$ cat src/rtl/aer_spike_fifo_if.sv
// Handshake bundle between the AER encoder, the spike FIFO and the SNN engine input.
// The slave view is the FIFO itself; the master view is the surrounding logic.
interface aer_spike_fifo_if #(
    parameter int unsigned TIME_W = 8,
    parameter int unsigned ADDR_W = 8
);
    logic              i_aer_req;
    logic              o_aer_ack;
    logic [TIME_W-1:0] i_aer_time;
    logic [ADDR_W-1:0] i_aer_addr;
    logic              i_encoder_done;
    logic              o_spk_valid;
    logic              i_spk_ready;
    logic [TIME_W-1:0] o_spk_time;
    logic [ADDR_W-1:0] o_spk_addr;

    modport slave (
        input  i_aer_req, i_aer_time, i_aer_addr, i_encoder_done, i_spk_ready,
        output o_aer_ack, o_spk_valid, o_spk_time, o_spk_addr
    );

    modport master (
        output i_aer_req, i_aer_time, i_aer_addr, i_encoder_done, i_spk_ready,
        input  o_aer_ack, o_spk_valid, o_spk_time, o_spk_addr
    );
endinterface

$ cat src/rtl/aer_spike_fifo.sv
// First-word-fall-through event buffer between the AER encoder and the SNN engine.
// Emits a frame-done pulse once every event of the frame has drained, plus the frame's event count.
module aer_spike_fifo #(
    parameter int unsigned VEC_LEN = 160,
    parameter int unsigned TIME_W  = 8,
    parameter int unsigned ADDR_W  = $clog2(VEC_LEN),
    parameter int unsigned DEPTH   = 16,
    parameter int unsigned CNT_W   = $clog2(DEPTH) + 1
) (
    input  logic             local_clk,
    input  logic             rst,
    aer_spike_fifo_if.slave  io_aer,
    output logic [CNT_W-1:0] o_count,
    output logic             o_full,
    output logic             o_frame_done,
    output logic [ADDR_W:0]  o_frame_events,
    output logic             o_addr_err
);
    localparam int unsigned      AW         = $clog2(DEPTH);
    localparam logic [ADDR_W:0]  LP_VEC_LEN = (ADDR_W + 1)'(VEC_LEN);
    localparam logic [CNT_W-1:0] LP_DEPTH   = CNT_W'(DEPTH);

    typedef enum logic [1:0] {S_RUN, S_DRAIN, S_DONE} state_t;

    logic [TIME_W-1:0] r_mem_time [DEPTH];
    logic [ADDR_W-1:0] r_mem_addr [DEPTH];
    logic [AW-1:0]     r_wr_ptr;
    logic [AW-1:0]     r_rd_ptr;
    logic [CNT_W-1:0]  r_count;
    logic [ADDR_W:0]   r_acc;
    logic [ADDR_W:0]   r_frame_events;
    logic              r_addr_err;
    state_t            r_state;
    state_t            w_state_next;

    logic w_full;
    logic w_valid;
    logic w_xfer_in;
    logic w_addr_ok;
    logic w_push;
    logic w_pop;
    logic w_frame_done;

    // Ack depends only on the registered count, so a pop cannot free a slot in the same cycle.
    assign w_full    = (r_count == LP_DEPTH);
    assign w_valid   = (r_count != '0);
    assign w_xfer_in = io_aer.i_aer_req & ~w_full;
    assign w_addr_ok = ({1'b0, io_aer.i_aer_addr} < LP_VEC_LEN);
    assign w_push    = w_xfer_in & w_addr_ok;
    assign w_pop     = w_valid & io_aer.i_spk_ready;

    assign io_aer.o_aer_ack   = w_xfer_in;
    assign io_aer.o_spk_valid = w_valid;
    assign io_aer.o_spk_time  = w_valid ? r_mem_time[r_rd_ptr] : '0;
    assign io_aer.o_spk_addr  = w_valid ? r_mem_addr[r_rd_ptr] : '0;

    assign o_count        = r_count;
    assign o_full         = w_full;
    assign o_frame_done   = w_frame_done;
    assign o_frame_events = r_frame_events;
    assign o_addr_err     = r_addr_err;

    always_ff @(posedge local_clk) begin
        if (w_push) begin
            r_mem_time[r_wr_ptr] <= io_aer.i_aer_time;
            r_mem_addr[r_wr_ptr] <= io_aer.i_aer_addr;
        end
    end

    always_ff @(posedge local_clk or posedge rst) begin
        if (rst) begin
            r_wr_ptr   <= '0;
            r_rd_ptr   <= '0;
            r_count    <= '0;
            r_addr_err <= 1'b0;
        end else begin
            if (w_push) begin
                r_wr_ptr <= r_wr_ptr + AW'(1);
            end
            if (w_pop) begin
                r_rd_ptr <= r_rd_ptr + AW'(1);
            end
            r_count <= r_count + CNT_W'(w_push) - CNT_W'(w_pop);
            if (w_xfer_in && !w_addr_ok) begin
                r_addr_err <= 1'b1;
            end
        end
    end

    always_comb begin
        w_state_next = r_state;
        w_frame_done = 1'b0;
        unique case (r_state)
            S_RUN: begin
                if (io_aer.i_encoder_done) begin
                    w_state_next = S_DRAIN;
                end
            end
            S_DRAIN: begin
                if ((r_count == '0) && !w_push) begin
                    w_state_next = S_DONE;
                end
            end
            S_DONE: begin
                w_frame_done = 1'b1;
                w_state_next = S_RUN;
            end
            default: w_state_next = S_RUN;
        endcase
    end

    always_ff @(posedge local_clk or posedge rst) begin
        if (rst) begin
            r_state        <= S_RUN;
            r_acc          <= '0;
            r_frame_events <= '0;
        end else begin
            r_state <= w_state_next;
            // A push landing in the done cycle opens the next frame's count.
            if (r_state == S_DONE) begin
                r_frame_events <= r_acc;
                r_acc          <= (ADDR_W + 1)'(w_push);
            end else if (w_push) begin
                r_acc <= r_acc + (ADDR_W + 1)'(1);
            end
        end
    end
endmodule

$ cat src/flat_wrapper.sv
// flat-port wrapper written by rule: the top's interface ports become plain ports
module aer_spike_fifo_flat 
#(
    parameter int unsigned VEC_LEN = 160,
    parameter int unsigned TIME_W  = 8,
    parameter int unsigned ADDR_W  = $clog2(VEC_LEN),
    parameter int unsigned DEPTH   = 16,
    parameter int unsigned CNT_W   = $clog2(DEPTH) + 1
)
  (local_clk, rst, o_count, o_full, o_frame_done, o_frame_events, o_addr_err, io_aer_i_aer_req, io_aer_i_aer_time, io_aer_i_aer_addr, io_aer_i_encoder_done, io_aer_i_spk_ready, io_aer_o_aer_ack, io_aer_o_spk_valid, io_aer_o_spk_time, io_aer_o_spk_addr);
  aer_spike_fifo_if #(.TIME_W(TIME_W), .ADDR_W(ADDR_W)) io_aer_i ();
  input  logic local_clk;
  input  logic rst;
  output logic [CNT_W-1:0] o_count;
  output logic o_full;
  output logic o_frame_done;
  output logic [ADDR_W:0] o_frame_events;
  output logic o_addr_err;
  input wire logic [$bits(io_aer_i.i_aer_req)-1:0] io_aer_i_aer_req;
  input wire logic [$bits(io_aer_i.i_aer_time)-1:0] io_aer_i_aer_time;
  input wire logic [$bits(io_aer_i.i_aer_addr)-1:0] io_aer_i_aer_addr;
  input wire logic [$bits(io_aer_i.i_encoder_done)-1:0] io_aer_i_encoder_done;
  input wire logic [$bits(io_aer_i.i_spk_ready)-1:0] io_aer_i_spk_ready;
  output wire logic [$bits(io_aer_i.o_aer_ack)-1:0] io_aer_o_aer_ack;
  output wire logic [$bits(io_aer_i.o_spk_valid)-1:0] io_aer_o_spk_valid;
  output wire logic [$bits(io_aer_i.o_spk_time)-1:0] io_aer_o_spk_time;
  output wire logic [$bits(io_aer_i.o_spk_addr)-1:0] io_aer_o_spk_addr;
  assign io_aer_i.i_aer_req = io_aer_i_aer_req;
  assign io_aer_i.i_aer_time = io_aer_i_aer_time;
  assign io_aer_i.i_aer_addr = io_aer_i_aer_addr;
  assign io_aer_i.i_encoder_done = io_aer_i_encoder_done;
  assign io_aer_i.i_spk_ready = io_aer_i_spk_ready;
  assign io_aer_o_aer_ack = io_aer_i.o_aer_ack;
  assign io_aer_o_spk_valid = io_aer_i.o_spk_valid;
  assign io_aer_o_spk_time = io_aer_i.o_spk_time;
  assign io_aer_o_spk_addr = io_aer_i.o_spk_addr;
  aer_spike_fifo #(.VEC_LEN(VEC_LEN), .TIME_W(TIME_W), .ADDR_W(ADDR_W), .DEPTH(DEPTH), .CNT_W(CNT_W)) u_core (.local_clk(local_clk), .rst(rst), .io_aer(io_aer_i), .o_count(o_count), .o_full(o_full), .o_frame_done(o_frame_done), .o_frame_events(o_frame_events), .o_addr_err(o_addr_err));
endmodule
$ cat config.mk
export PLATFORM = sky130hd
export DESIGN_NAME = aer_spike_fifo_flat
export DESIGN_NICKNAME = d
export VERILOG_FILES = /design/src/rtl/aer_spike_fifo_if.sv /design/src/rtl/aer_spike_fifo.sv /design/src/flat_wrapper.sv
export SDC_FILE = /design/constraint.sdc
export NUM_CORES = 1
export LEC_CHECK = 0
export ABC_CLOCK_PERIOD_IN_PS = 3300
export CAP_MARGIN = 20
export CORE_MARGIN = 2
export CORE_UTILIZATION = 40
export DETAILED_ROUTE_END_ITERATION = 6
export GPL_TIMING_DRIVEN = 0
export MAX_ROUTING_LAYER = met4
export SETUP_SLACK_MARGIN = 0.4
export SLEW_MARGIN = 20
export SYNTH_ARGS = -nofsm -noshare
export SYNTH_HDL_FRONTEND = slang
export SYNTH_SLANG_ARGS = --single-unit
export TNS_END_PERCENT = 50
$ cat constraint.sdc
create_clock -name local_clk -period 3.3 [get_ports local_clk]
set_input_delay 0.825 -clock local_clk [delete_from_list [all_inputs] [get_ports local_clk]]
set_output_delay 0.825 -clock local_clk [all_outputs]
set_load 0.02 [all_outputs]
# == Word-level counts from Yosys, hierarchy flattened ==
# Memories as Yosys holds them, arrays and structs flattened.
# Cells that the tools add are included.
# word_totals
in_bits,21
n_memories,2
latch_bits,0
mem_bits_rw,256
romBits,0
regBits,34
# memory_table
memory,words,width,read_ports,rd_clocked_by_memory_dff,write_ports,line_no,source
u_core.r_mem_addr,16,8,1,0,1,aer_spike_fifo.sv:26,logic [ADDR_W-1:0] r_mem_addr [DEPTH];
u_core.r_mem_time,16,8,1,0,1,aer_spike_fifo.sv:25,logic [TIME_W-1:0] r_mem_time [DEPTH];
# op_classes
reduce_logical,9
n_mul,0
div_mod_pow,0
n_bitwise,4
n_eq_ne,5
n_lt_le_gt_ge,1
shifts,0
add_sub_neg,5
n_mux,10
# op_table
op,count
$mux W9,2
$mux W8,2
$add A9 B1 Y9 const B,1
$add A4 B1 Y4 const B,2
$lt A8 B8 Y1 const B,1
$add A5 B1 Y5,1
$eq A5 B5 Y1 const B,1
$logic_not A5 Y1,1
$reduce_bool A5 Y1,1
$sub A5 B1 Y5,1
$mux W2,2
$pmux W2 S2,1
$and A1 B1 Y1,3
$mux W1,3
$eq A2 B1 Y1 const B,1
$eq A2 B2 Y1 const B,1
$logic_and A1 B1 Y1,2
$logic_not A1 Y1,2
$logic_not A2 Y1,1
$ne A2 B1 Y1 const B,1
$ne A2 B2 Y1 const B,1
$reduce_and A2 Y1,1
$reduce_bool A2 Y1,1
$not A1 Y1,1

# == Longest topological paths before layout ==
# Gate-level depths: netlist (run 1).
# depth
ltp_word,8
ltp_mapped,14

# == Worst setup path before layout (run 1) ==
# Ideal clock, no wire load.
# synth_path
kind,input to register
startpoint,input io_aer_i_aer_addr[6]
endpoint,memory u_core.r_mem_addr[0][0] (enable)
setup_slack_ps,17
arrival_time_ps,2874
path_buffers,2
cell_stages,6
setup_ps,409
cell_sequence,o21ai_1 -> and3_1 -> clkbuf_1 -> buf_2 -> nand2_1 -> nor3_1
# synth_between
elab_chain_len,4
# synth_lines
item,line_no,source
start: declaration,flat_wrapper.sv:21,input wire logic [$bits(io_aer_i.i_aer_addr)-1:0] io_aer_i_aer_addr;
$lt A8 B8 Y1,aer_spike_fifo.sv:48,"assign w_addr_ok = ({1'b0, io_aer.i_aer_addr} < LP_VEC_LEN);"
$and A1 B1 Y1,aer_spike_fifo.sv:49,assign w_push = w_xfer_in & w_addr_ok;
net u_core.w_push,aer_spike_fifo.sv:40,logic w_push;
$mux W1,aer_spike_fifo.sv:64,if (w_push) begin
$mux W1 (not written as such),aer_spike_fifo.sv:66,r_mem_addr[r_wr_ptr] <= io_aer.i_aer_addr;
end: declaration,aer_spike_fifo.sv:26,
# The timed path passes the listed nets, and every way through them passes these cells.

# == Worst setup path after layout (run 1) ==
# layout_path
startpoint,register u_core.r_rd_ptr[1]
endpoint,output io_aer_o_spk_time[7]
# layout_between
elab_chain_len,2
# layout_lines
item,line_no,source
start: declaration,aer_spike_fifo.sv:28,logic [AW-1:0] r_rd_ptr;
start signal: assignment,aer_spike_fifo.sv:81,r_rd_ptr <= r_rd_ptr + AW'(1);
$mem_v2 Z16 W8,-,
$mux W8,aer_spike_fifo.sv:54,assign io_aer.o_spk_time = w_valid ? r_mem_time[r_rd_ptr] : '0;
end: declaration,flat_wrapper.sv:26,output wire logic [$bits(io_aer_i.o_spk_time)-1:0] io_aer_o_spk_time;
# Every way passes these cells.

==> results of run 1 <==
## metrics by stage
| stage | setup slack (ns) | cells | TNS, ns | total power, mW |
|---|---|---|---|---|
| 2_1_floorplan | 0.01764 | 592 | 0 | 7.173 |
| 3_3_place_gp | -2.341 | 1031 | -401.37 | 8.528 |
| 3_5_place_dp | -0.9669 | 1049 | -196.03 | 8.718 |
| 4_1_cts | -0.09504 | 1116 | -0.7062 | 12.14 |
| 5_1_grt | -0.1399 | 1130 | -1.674 | 13.43 |
| 6_report | -0.06684 | 1130 | -0.4951 | 12.88 |
## worst register-to-register path, cell delays in order, from the launching register on
cell and delay, ns:
dfrtp_1 0.39, inv_2 0.09, ha_4 0.14, or4b_4 0.47
and2_4 0.15, buf_6 0.13, ha_1 0.26, inv_1 0.06
ha_2 0.18, inv_2 0.04, fa_2 0.35, inv_1 0.06
a21oi_1 0.06, o21bai_1 0.18, xnor2_1 0.14
## cell usage after synthesis (all sizes together) (12+ instances only)
library cell / n
mux2i: 18
buf: 21
o21ai: 21
dfrtp: 34
inv: 14
mux4: 64
mux2: 17
nand2: 39
nor2: 18
a21oi: 21
edfxtp: 256
ha: 12
## what timing repair did
| action | in CTS | in global routing |
|---|---|---|
| gates resized for setup | 146 | 104 |
| cloned | 0 | 4 |
| pin swaps | 8 | 8 |
| buffers inserted | 14 | 10 |
| setup endpoints to repair | 280 | 81 |
## final timing paths
path                                          from                  endpoint  depth (start not counted)
min in group asynchronous                      rst  u_core.o_frame_events[6]                          2
worst max-delay path            u_core.r_rd_ptr[1]      io_aer_o_spk_time[7]                          6
worst min-delay path             u_core.r_state[1]         u_core.r_state[0]                          1
max in group asynchronous                      rst        u_core.r_rd_ptr[1]                          2
worst max register to register   u_core.o_count[3]         u_core.o_count[4]                         14
worst min register to register   u_core.r_state[1]         u_core.r_state[0]                          1
## state kept, by name (all words and copies together) (netlist names)
name and count:
u_core.r_rd_ptr 4, u_core.r_acc 9, u_core.o_addr_err 1, u_core.r_state 2, u_core.r_wr_ptr 4, u_core.o_count 5
u_core.o_frame_events 9, u_core.r_mem_addr 128, u_core.r_mem_time 128
## cells by family (layout without fill, tap and decap cells)
| logic type | Yosys count | count (layout) | synth area share (%) |
|---|---|---|---|
| flip-flops | 290 | 290 | 74.35 |
| AO/OA/AOI/OAI | 46 | 46 | 2.092 |
| buffers and inverters | 46 | 200 | 1.830 |
| XOR/XNOR | 14 | 14 | 1.068 |
| AND/OR/NAND/NOR | 84 | 84 | 3.389 |
| multiplexers | 99 | 99 | 15.79 |
| adder cells (fa/ha/maj) | 13 | 13 | 1.482 |
## power by group through the flow
stage               logic, mW  clock network, mW  registers, mW
finish                   5.16               3.13           4.59
global route             5.48               3.32           4.63
CTS                      4.40               3.18           4.56
detailed placement       4.10                  0           4.62
global placement         3.92                  0           4.61
floorplan                2.54                  0           4.64
## final cells by class
class / instances / area, sq um / share of cell area [%]
sequential: 290 / 8542 / 58.59
inverter: 15 / 56.30 / 0.3862
clock inverter: 11 / 80.08 / 0.5492
multi-input combinational: 256 / 3136 / 21.51
buffer: 31 / 335.3 / 2.300
timing repair buffer: 101 / 1106 / 7.586
tap: 384 / 480.5 / 3.295
clock buffer: 42 / 844.6 / 5.793
## layer usage
layer	GRT usage, %	vias to the layer above	share of wire (%)
met5	-	-	0
met4	3.355	0	1.8
met3	2.544	35	5.4
met2	28.05	173	50
met1	22.68	3128	43
li1	-	2619	-
==> impl_metrics.tcl, run 1 <==
set metrics [dict create \
    ios 56 \
    power_frac_clock_pct 24.3 \
    synth_largest_area_cell "edfxtp_1" \
    grt_pass1_wl_mm 37.14 \
    crit_path_end_kind "output port" \
    yosys_warnings 0 \
    ctsHoldBuffers 0 \
    hold_viol 0 \
    final_cell_mix "256 x edfxtp_1, 64 x mux4_2, 38 x nand2_1, 35 x clkbuf_16" \
    timing.critical_path.buf_inv 2 \
    cp.required_ns 2.47 \
    clkSinkCount 290 \
    p_int_mw 8.772 \
    design_area_sq_um 14580 \
    final_common_cell "edfxtp_1" \
    max_stage_delay_ns 0.55 \
    critical_path.top_delay_family "multiplexers" \
    rsz0062_at_grt "true" \
    path_cells "buf_12, mux4_2, mux2_2, o21ai_1, a21oi_1, buf_4" \
    pwr-share-seq_pct 35.7 \
    critPathLaunchType "flop" \
    hold_path_class "flop to flop" \
    syn2layout_area_growth_pct 26.97 \
    violations "setup timing" \
    cts_root_buffer "clkbuf_16" \
    ys_types 33 \
    crit_fanout 7 \
    ys_ff_latch 290 \
    synthTopCellsByArea "edfxtp_1 67%, mux4_2 13%, dfrtp_1 7.4%" \
    antenna_found_initial 0 \
    worstSkewPairLatency_ns 0.55 \
    htreeDepth 1 \
    drv_slew 0 \
    syn-num-nets 626 \
    drt_pass1_iterations 4 \
    worstMarginPinSlew_ns 0.9687 \
    max-slew-margin-rel_pct 35.42 \
    synth_top_area_share_pct 66.94 \
    grtUsageTotal_pct 16.98 \
    leakage_nw 5.052 \
    grt_start_max_net_pins 35 \
    skew_ns 0.01437 \
    holdWs_ns 0.4749 \
    rrSetupSlack_ns 0.51 \
    hpwl_mm 16.20 \
    drt_iter0_drc 453 \
    cp_data_arrival_time_ns 2.54 \
    core_area_sq_um 28470 \
    status "finished, violations left" \
    viasPerCell 5.270 \
    num_vias 5955 \
    syn_area_per_cell_sq_um 19.40 \
    grt_pass1_vias 6172 \
    layout-drive-gt1-share_pct 37.13 \
    cts_inserted_buffers 29 \
    fill_cells 2288 \
    worst_path_max_delay_cell "dfrtp_4" \
    worst_slack_ns -0.06684 \
    wl_per_cell_microns 22.49 \
    switching_share_pct 31.90 \
    ir_drop_mv 0.6538 \
    drcViolationCount 0 \
    synth_ff_type "edfxtp_1" \
    clock.fmax_ghz 0.2970 \
    gp_congestion 0.7813 \
    routed_wl_mm 25.42 \
    clock_path_buffers 3 \
    port_buffers 55 \
    synth_area_sq_um 11480 \
    fin_nets 758 \
    period_share_pct 102.0 \
    maxCapViolCount 0 \
    num_rows 62 \
    overflow 0 \
    synthArstFlopShare_pct 11.72 \
    cts_tree "built" \
    final_core_util_pct 51.21 \
    synth_edf_count 256 \
    crit_type "flop to output port" \
    dpl_cell_area_sq_um 12800 \
    p_per_area_nw_per_um2 883.5 \
    setup_violations 13 \
    antenna_cells 0 \
    p_switching_mw 4.110 \
    die_h_microns 173.4 \
    syn_inst 592 \
    ant_nets 0 \
    timing.final.crit_period_ns 3.367 \
    clk_pin_slew_worst_paths_ns 0.06 \
    initial_core_util_pct 40.34 \
    ys_seq_area_share_pct 74.35 \
    die_w_microns 173.4 \
    pwr-share-comb_pct 40.1 \
    die_area_sq_um 30080 \
]
(Power assumes the default switching activity.)
==> inputs of run 2 (changes only) <==
--- a/constraint.sdc
+++ b/constraint.sdc
@@ -3,2 +3,2 @@
 set_output_delay 0.825 -clock local_clk [all_outputs]
-set_load 0.02 [all_outputs]
+set_load 0.05 [all_outputs]
==> run 2 against run 1 <==
  * The flow still finishes with violations (setup timing)
  * Total power increased by 4.1%
  * First-iteration DRC count increased by 10%
  * Register-to-register slack about the same
  * Core utilization decreased by 0.057 points
  * Critical path type unchanged
  * Largest cell class unchanged
==> impl_metrics.tcl, run 2 (synthesized netlist as in run 1, its figures left out) <==
set metrics [dict create \
    htreeDepth 1 \
    antenna_found_initial 0 \
    die_area_sq_um 30080 \
    drcViolationCount 0 \
    gp_congestion 0.7688 \
    grt_use_met2_pct 28.92 \
    die_w_microns 173.4 \
    p_per_area_nw_per_um2 920.8 \
    grt_pass1_vias 6280 \
    clk_pin_slew_worst_paths_ns 0.06 \
    crit_type "flop to output port" \
    num_vias 5926 \
    wl_per_cell_microns 22.32 \
    final_common_cell "edfxtp_1" \
    grt_util_met1_pct 23.23 \
    cp_data_arrival_time_ns 2.53 \
    final_core_util_pct 51.16 \
    grtUsageTotal_pct 17.55 \
    power_frac_clock_pct 23.2 \
    top_regs "u_core.r_mem_addr x128, u_core.r_mem_time x128" \
    hpwl_mm 16.64 \
    layout-drive-gt1-share_pct 37.38 \
    clkSinkCount 290 \
    max-slew-margin-rel_pct 34.11 \
    clock_path_buffers 3 \
    drv_slew 0 \
    cts_root_buffer "clkbuf_16" \
    num_rows 62 \
    pwr-share-seq_pct 34.1 \
    ant_nets 0 \
    grt_pass1_wl_mm 38.30 \
    p_switching_mw 4.747 \
    routed_wl_mm 25.29 \
    skew_ns 0.01589 \
    final_cell_mix "256 x edfxtp_1, 64 x mux4_2, 38 x nand2_1, 33 x clkbuf_16, 32 x clkdlybuf4s50_1" \
    pwr-share-comb_pct 42.7 \
    worstSkewPairLatency_ns 0.55 \
    setup_violations 9 \
    viasPerCell 5.230 \
    period_share_pct 101.6 \
    worstMarginPinSlew_ns 0.9884 \
    drt_pass1_iterations 4 \
    hold_viol 0 \
    power_mw 13.41 \
    rsz0062_at_grt "true" \
    die_h_microns 173.4 \
    grt-busiest-layer "met2" \
    ir_drop_mv 1.434 \
    fin_nets 759 \
    clock.fmax_ghz 0.2984 \
    cts_inserted_buffers 31 \
    drt_iter0_drc 499 \
    switching_share_pct 35.40 \
    hold_path_class "flop to flop" \
    worst_slack_ns -0.05157 \
    grt_start_max_net_pins 35 \
    maxCapViolCount 0 \
    initial_core_util_pct 40.34 \
    core_area_sq_um 28470 \
    critPathLaunchType "flop" \
    status "finished, violations left" \
    p_int_mw 8.663 \
    port_buffers 55 \
    violations "setup timing" \
    antenna_cells 0 \
    cp.required_ns 2.47 \
    crit_fanout 5 \
    crit_path_end_kind "output port" \
    overflow 0 \
    timing.final.crit_period_ns 3.352 \
    syn2layout_area_growth_pct 26.83 \
    leakage_nw 5.037 \
    met3_usage_pct 3.158 \
    cts_tree "built" \
    ios 56 \
]
==> run 2: power by group through the flow <==
stage          clock [mW]  sequential (mW)  combinational, mW
3_5_place_dp            0             4.63               4.91
6_report             3.10             4.58               5.73
3_3_place_gp            0             4.61               4.73
5_1_grt              3.32             4.62               6.04
2_1_floorplan           0             4.76               3.23
4_1_cts              3.18             4.57               5.72
==> run 2: final cells by class <==
cell class                      instances  area, sq um
Tap cell                              384        480.5
Clock inverter                         15        71.32
Multi-Input combinational cell        256         3158
Buffer                                 31        319.1
Clock buffer                           42        847.1
Inverter                               15        56.30
Timing Repair Buffer                  100         1090
Fill cell                            2309        13910
Sequential cell                       290         8542
==> run 2: timing repair <==
item / CTS / global route
gates cloned: 1 / 0
hold buffers: 0 / 0
buffers inserted: 13 / 15
gates resized for setup: 244 / 17
pin swaps: 5 / 6
endpoints found under the setup margin: 280 / 186
==> run 2: metrics by stage <==
| step | instance area [sq um] | hold WS, ns | setup slack (ns) | TNS, ns | cells |
|---|---|---|---|---|---|
| after detailed placement | 12920 | 0.4613 | -0.9026 | -181.56 | 1047 |
| after floorplan | 11610 | 0.4284 | 0.3665 | 0 | 592 |
| after global placement | 12640 | 0.4446 | -1.425 | -343.39 | 1031 |
| after CTS | 14440 | 0.4774 | -0.04550 | -0.2539 | 1118 |
| final | 14560 | 0.4745 | -0.05157 | -0.2683 | 1133 |
| after global routing | 14560 | 0.4927 | -0.1167 | -1.285 | 1133 |
==> run 2: worst max-delay path: stages, from the launching register on <==
cell and delay (ns):
dfrtp_2 0.48, buf_6 0.15, buf_16 0.12, mux4_2 0.49, mux2_4 0.30, o21ai_2 0.13
a21oi_2 0.08, buf_6 0.22
==> run 2: worst paths after layout <==
path	from	to	slack, ns	cells past startpoint
hold / removal	u_core.o_addr_err	u_core.o_addr_err	0.47	1
setup / recovery	u_core.r_rd_ptr[1]	io_aer_o_spk_addr[1]	-0.05	7
max in group asynchronous	rst	u_core.o_count[2]	2.02	2
min in group asynchronous	rst	u_core.o_addr_err	0.74	2
hold reg to reg	u_core.o_addr_err	u_core.o_addr_err	0.47	1
setup reg to reg	u_core.o_count[2]	u_core.o_count[4]	0.52	14
==> run 2: routing by layer <==
metal | vias to the layer above | share of wire, %
li1 | 2628 | -
met1 | 3081 | 42
met2 | 169 | 50
met3 | 48 | 6.0
met4 | 0 | 1.9
met5 | - | 0
